===== src/rtl/lexer.sv =====
// Character-stream lexer: turns ASCII arithmetic expressions into 16-bit
// {kind, value} tokens, one at a time, with a RECEIVE handshake to the parser.
module lexer #(
    parameter logic [7:0] EOF_CHAR = 8'h0A
) (
    input  logic        CLK,
    input  logic        RST,
    input  logic        C_VALID,
    input  logic [7:0]  C_DATA,
    output logic        C_READY,
    output logic        O_VALID,
    output logic [15:0] O_TOKEN,
    input  logic        RECEIVE,
    output logic [2:0]  STAT
);

    typedef enum logic [2:0] {
        S_IDLE  = 3'd0,
        S_NUM   = 3'd1,
        S_EMIT  = 3'd2,
        S_GAP   = 3'd3,
        S_DONE  = 3'd4,
        S_ERROR = 3'd5
    } state_t;

    localparam logic [7:0] KIND_EOF = 8'h00;
    localparam logic [7:0] KIND_NUM = 8'h01;

    function automatic logic is_digit(input logic [7:0] c);
        return (c >= 8'h30) && (c <= 8'h39);
    endfunction

    function automatic logic is_blank(input logic [7:0] c);
        return (c == 8'h20) || (c == 8'h09) || (c == 8'h0D);
    endfunction

    // Returns 8'h00 for characters that are not operators or parentheses.
    function automatic logic [7:0] op_kind(input logic [7:0] c);
        logic [7:0] k;
        case (c)
            8'h2B:   k = 8'h02;
            8'h2D:   k = 8'h03;
            8'h2A:   k = 8'h04;
            8'h2F:   k = 8'h05;
            8'h28:   k = 8'h06;
            8'h29:   k = 8'h07;
            default: k = 8'h00;
        endcase
        return k;
    endfunction

    state_t      state_q, state_d;
    logic [7:0]  acc_q, acc_d;
    logic        eof_q, eof_d;
    logic [15:0] tok_q, tok_d;
    logic [11:0] acc_sum_s;
    logic        c_ready_s;

    // Next-state, accumulator and token-load logic.
    always_comb begin
        state_d   = state_q;
        acc_d     = acc_q;
        eof_d     = eof_q;
        tok_d     = tok_q;
        c_ready_s = 1'b0;
        acc_sum_s = ({4'h0, acc_q} * 12'd10) + {8'h00, C_DATA[3:0]};
        case (state_q)
            S_IDLE: begin
                c_ready_s = 1'b1;
                if (C_VALID) begin
                    if (is_blank(C_DATA)) begin
                        state_d = S_IDLE;
                    end else if (is_digit(C_DATA)) begin
                        acc_d   = {4'h0, C_DATA[3:0]};
                        state_d = S_NUM;
                    end else if (op_kind(C_DATA) != 8'h00) begin
                        tok_d   = {op_kind(C_DATA), 8'h00};
                        state_d = S_EMIT;
                    end else if (C_DATA == EOF_CHAR) begin
                        tok_d   = {KIND_EOF, 8'h00};
                        eof_d   = 1'b1;
                        state_d = S_EMIT;
                    end else begin
                        state_d = S_ERROR;
                    end
                end else begin
                    state_d = S_IDLE;
                end
            end
            S_NUM: begin
                c_ready_s = is_digit(C_DATA);
                if (C_VALID && is_digit(C_DATA)) begin
                    if (acc_sum_s > 12'd255) begin
                        state_d = S_ERROR;
                    end else begin
                        acc_d = acc_sum_s[7:0];
                    end
                end else if (C_VALID) begin
                    // The terminator stays on C_DATA and is consumed later from S_IDLE.
                    tok_d   = {KIND_NUM, acc_q};
                    state_d = S_EMIT;
                end else begin
                    state_d = S_NUM;
                end
            end
            S_EMIT: begin
                if (RECEIVE) begin
                    state_d = S_GAP;
                end else begin
                    state_d = S_EMIT;
                end
            end
            S_GAP: begin
                if (eof_q) begin
                    state_d = S_DONE;
                end else begin
                    state_d = S_IDLE;
                end
            end
            S_DONE:  state_d = S_DONE;
            S_ERROR: state_d = S_ERROR;
            default: state_d = S_ERROR;
        endcase
    end

    // State and datapath registers.
    always_ff @(posedge CLK or posedge RST) begin
        if (RST) begin
            state_q <= S_IDLE;
            acc_q   <= 8'h00;
            eof_q   <= 1'b0;
            tok_q   <= 16'h0000;
        end else begin
            state_q <= state_d;
            acc_q   <= acc_d;
            eof_q   <= eof_d;
            tok_q   <= tok_d;
        end
    end

    assign C_READY = c_ready_s;
    assign O_VALID = (state_q == S_EMIT);
    assign O_TOKEN = tok_q;
    assign STAT    = {state_q == S_IDLE, state_q == S_DONE, state_q == S_ERROR};

endmodule


===== config.mk =====
export PLATFORM = sky130hd
export DESIGN_NAME = lexer
export DESIGN_NICKNAME = d
export VERILOG_FILES = /design/src/rtl/lexer.sv
export SDC_FILE = /design/constraint.sdc
export NUM_CORES = 1
export LEC_CHECK = 0
export CAP_MARGIN = 20
export CORE_UTILIZATION = 55
export CTS_BUF_LIST = sky130_fd_sc_hd__clkbuf_4
export DETAILED_ROUTE_END_ITERATION = 16
export GPL_TIMING_DRIVEN = 1
export HOLD_SLACK_MARGIN = 0.1
export MAX_ROUTING_LAYER = met4
export PLACE_DENSITY = 0.88
export SLEW_MARGIN = 0
export SYNTH_ARGS = -nofsm -noshare
export SYNTH_HDL_FRONTEND = slang
export SYNTH_SLANG_ARGS = --single-unit

===== constraint.sdc =====
create_clock -name CLK -period 3.95 [get_ports CLK]
set_clock_uncertainty 0.1 [all_clocks]
set_input_delay 0.5925 -clock CLK [delete_from_list [all_inputs] [get_ports CLK]]
set_output_delay 0.5925 -clock CLK [all_outputs]
set_load 0.01 [all_outputs]

==> results by group <==
Clock network
  – Clock-pin slew on the worst setup and hold paths: ~0.13 ns
  – Setup Buffers After CTS: 0
  – Max H-tree Level: 1
  – Count of hold-fix buffers inserted at cts: 0
  – CTS Buffer Depth: 2
  – # resized after CTS: 0
  – CTS Buf Count: 3
  – CTS tree: built
  – Clock root buffer: clkbuf_4
  – TritonCTS Sinks: 23
  – Clock latency on the worst-skew pair: about 0.3 ns

Run status
  – Status: finished clean

Placement
  – DP Area: between 2000 and 2500 um2
  – Placed cells: between 200 and 300
  – Gpl congestion: ~0.90
  – DP HPWL: 3220 um
  – # port buffers: 27

Critical path
  – CP delay by family, top: simple AND/OR/NAND/NOR gates
  – Setup crit start kind: register
  – Max incr delay on CP: around 0.53 ns
  – CP Buf/Inv Count: 1
  – R2R depth: 11
  – Worst setup path class: reg -> reg
  – CP max FO: 16
  – WP data required: 4.10 ns
  – Slowest-stage cell, CP: or4_1
  – CP Cell Sequence: ha_1, ha_1, inv_1, fa_1, nand2b_1, a21oi_2, xor2_1, nand4_1, a211o_1, or4_1, nand3_1
  – WP data arrival: between 3 and 4 ns
  – Critical path depth: 11
  – Crit-path most repeated cell: ha_1
  – Critical path endpoint category: register

Floorplan
  – Initial core utilization: a little under three fifths
  – Die area: roughly 3700 um2
  – Die Y: between 60 and 70 um
  – Row cnt: 21
  – Top Ports: 33
  – Die Wd: roughly 61 um
  – Core box area: between 3000 and 4000 um2

STA
  – Slew @ Worst Pin: around 0.85 ns
  – Slew margin rel.: between 40% and 50%
  – Setup TNS: 0 ns
  – Setup violators final: 0
  – RSZ-0062 raised after global routing: false
  – Final Max Tran Viols: 0
  – Fin crit share: between 80 and 90%
  – Post-route minimum period: roughly 3.5 ns
  – Endpoints failing hold: 0
  – FMAX: just under 0.3 GHz

Final layout
  – Final instance area: roughly 2200 um2
  – Final #Nets: roughly 280
  – Area Overhead vs Synth: 15.6%
  – Diode count: 0
  – Layout cell share with drive strength beyond 1: about 6.3%
  – Final core utilization: 66.3%
  – Finished Layout Cells: 300

Route
  – 1st-iter DRT viols: 94
  – Initial DRT Pass Iterations: 4
  – Vias per cell: around 5.8
  – Antenna viol nets, final: 0
  – Detailed Route WL: roughly 4100 um
  – DR vias: between 1500 and 2000
  – Avg WL per Cell: approximately 14 um
  – Number of remaining DRC errors: 0

Synthesis
  – Post-synthesis sequential area ratio: between 30 and 40%
  – Synth warn: 0
  – Yosys reg bits: 23
  – Synth Instances: 232
  – Syn avg cell area: 8.25 um2
  – Distinct cells, synth: 52
  – Synthesized area: around 1900 um2

Global routing
  – All-Layer GR Usage: between 20 and 30%
  – Initial antenna violation count: 0
  – Vias in the first global route: between 1500 and 2000
  – First-pass GRT wire length: 6840 um
  – Largest net degree at the start of global routing: 24
  – GRT overflow: 0

Worst hold path
  – HP Class: reg -> reg
  – Hold path cells: 2

Pwr
  – Leak: roughly 0.95 nW
  – Pwr/cell area: ~170 nW/um2
  – Worst vdd ir: between 0.0001 and 0.00015 V
  – Total Power: 0.383 mW

Run
  – Max-cap viol count: 0
## cell usage in the layout (no fill, tap or decap), drive strengths merged, types with 4 or more instances in the layout
master,netlist,layout
inv,10,10
conb,1,5
a31oi,5,5
a21oi,8,8
xor2,5,5
and2,9,9
nor3,4,4
o21ai,15,15
nand3,8,8
or4,4,4
clkdlybuf4s50,0,27
nand2,39,39
a221oi,4,4
xnor2,4,4
ha,15,15
a22oi,4,4
nor2,19,19
dfrtp,23,23
## report_power, final
group          total [mW]  switching (mW)  internal, mW
sequential          0.235               0         0.235
clock               0.109          0.0711        0.0378
combinational      0.0388          0.0228        0.0161
total               0.383          0.0938         0.289
## layout make-up
cell class / instances / area, um2
fill: 321 / 1120
timing repair buffer: 29 / 285
multi-input combinational: 188 / 1230
tap: 46 / 57.6
clock inverter: 1 / 5.00
sequential: 23 / 576
inverter: 10 / 37.5
clock buffer: 3 / 22.5
## sequential cells by signal, indices dropped and copies added, names as in the netlist
register  flops
O_TOKEN      11
acc_q         8
eof_q         1
state_q       3
## metrics by stage
stage	hold WS [ns]	worst slack [ns]
floorplan	0.336	0.883
global placement	0.356	0.515
detailed placement	0.364	0.437
CTS	0.395	0.524
global route	0.432	0.255
finish	0.392	0.488
## layer usage
metal	GRT usage [%]	up-vias	share of wire, %
li1	-	877	-
met4	5.84	0	0.93
met2	40.2	59	45
met3	1.28	4	4.8
met5	-	-	0
met1	36.0	790	49
## cells in the mapped netlist, drive strengths merged
| library cell | n | share of area, % |
|---|---|---|
| a211o | 1 | 0.46 |
| xor2 | 5 | 2.3 |
| o31ai | 2 | 0.78 |
| buf | 6 | 2.2 |
| a211oi | 2 | 1.0 |
| nand4 | 2 | 0.65 |
| a21oi | 8 | 2.5 |
| o311ai | 1 | 0.46 |
| conb | 1 | 0.20 |
| a221oi | 4 | 1.8 |
| a21o | 2 | 0.78 |
| fa | 2 | 2.1 |
| ha | 15 | 9.8 |
| nand4b | 2 | 0.92 |
| and2 | 9 | 2.9 |
| o221ai | 1 | 0.46 |
| or3 | 3 | 1.1 |
| o41a | 1 | 0.59 |
| o21bai | 1 | 0.39 |
| nor2 | 19 | 3.7 |
| clkbuf | 9 | 2.4 |
| a31oi | 5 | 1.6 |
| a41o | 1 | 0.52 |
| nor4 | 1 | 0.33 |
| o221a | 1 | 0.59 |
| a22oi | 4 | 1.8 |
| and3 | 1 | 0.33 |
| o2111ai | 1 | 0.46 |
| o211ai | 3 | 1.2 |
| a2111o | 1 | 0.59 |
| nor2b | 2 | 0.65 |
| xnor2 | 4 | 1.8 |
| inv | 10 | 2.0 |
| o21ai | 15 | 3.9 |
| nand2 | 39 | 7.6 |
| nand2b | 2 | 0.65 |
| dfrtp | 23 | 30 |
| mux2 | 2 | 1.2 |
| nor3 | 4 | 1.0 |
| or4 | 4 | 1.6 |
| a21boi | 2 | 0.78 |
| nor4b | 1 | 0.78 |
| nand3 | 8 | 2.1 |
| o31a | 1 | 0.46 |
| nor3b | 1 | 0.39 |
## kinds of logic (layout without fill, tap and decap cells)
family                     Yosys count  count (layout)  share of synthesized area (%)
muxes                                2               2                           1.18
and+or+nand+nor                     98              98                           24.8
DFF                                 23              23                           30.1
buffers and inverters               25              43                           6.47
adders and majority gates           17              17                           11.9
other                                1               5                          0.196
AOI/OAI and AO/OA                   57              57                           21.2
xor gates and xnor gates             9               9                           4.12
## tightest hold or removal path, stage by stage, from the launching register on
cell and delay (ns):
dfrtp_1 0.36, nand2_1 0.05, o21ai_0 0.06
## path summary, 6_finish.rpt
check	to	start	slack, ns
max	acc_q[7]	acc_q[1]	0.49
min	O_TOKEN[1]	O_TOKEN[1]	0.39
max reg2reg	acc_q[7]	acc_q[1]	0.49
min reg2reg	O_TOKEN[1]	O_TOKEN[1]	0.39
max in group asynchronous	acc_q[0]	RST	2.58
min in group asynchronous	O_TOKEN[9]	RST	0.65
No activity file was read; power rests on OpenSTA's default activity.
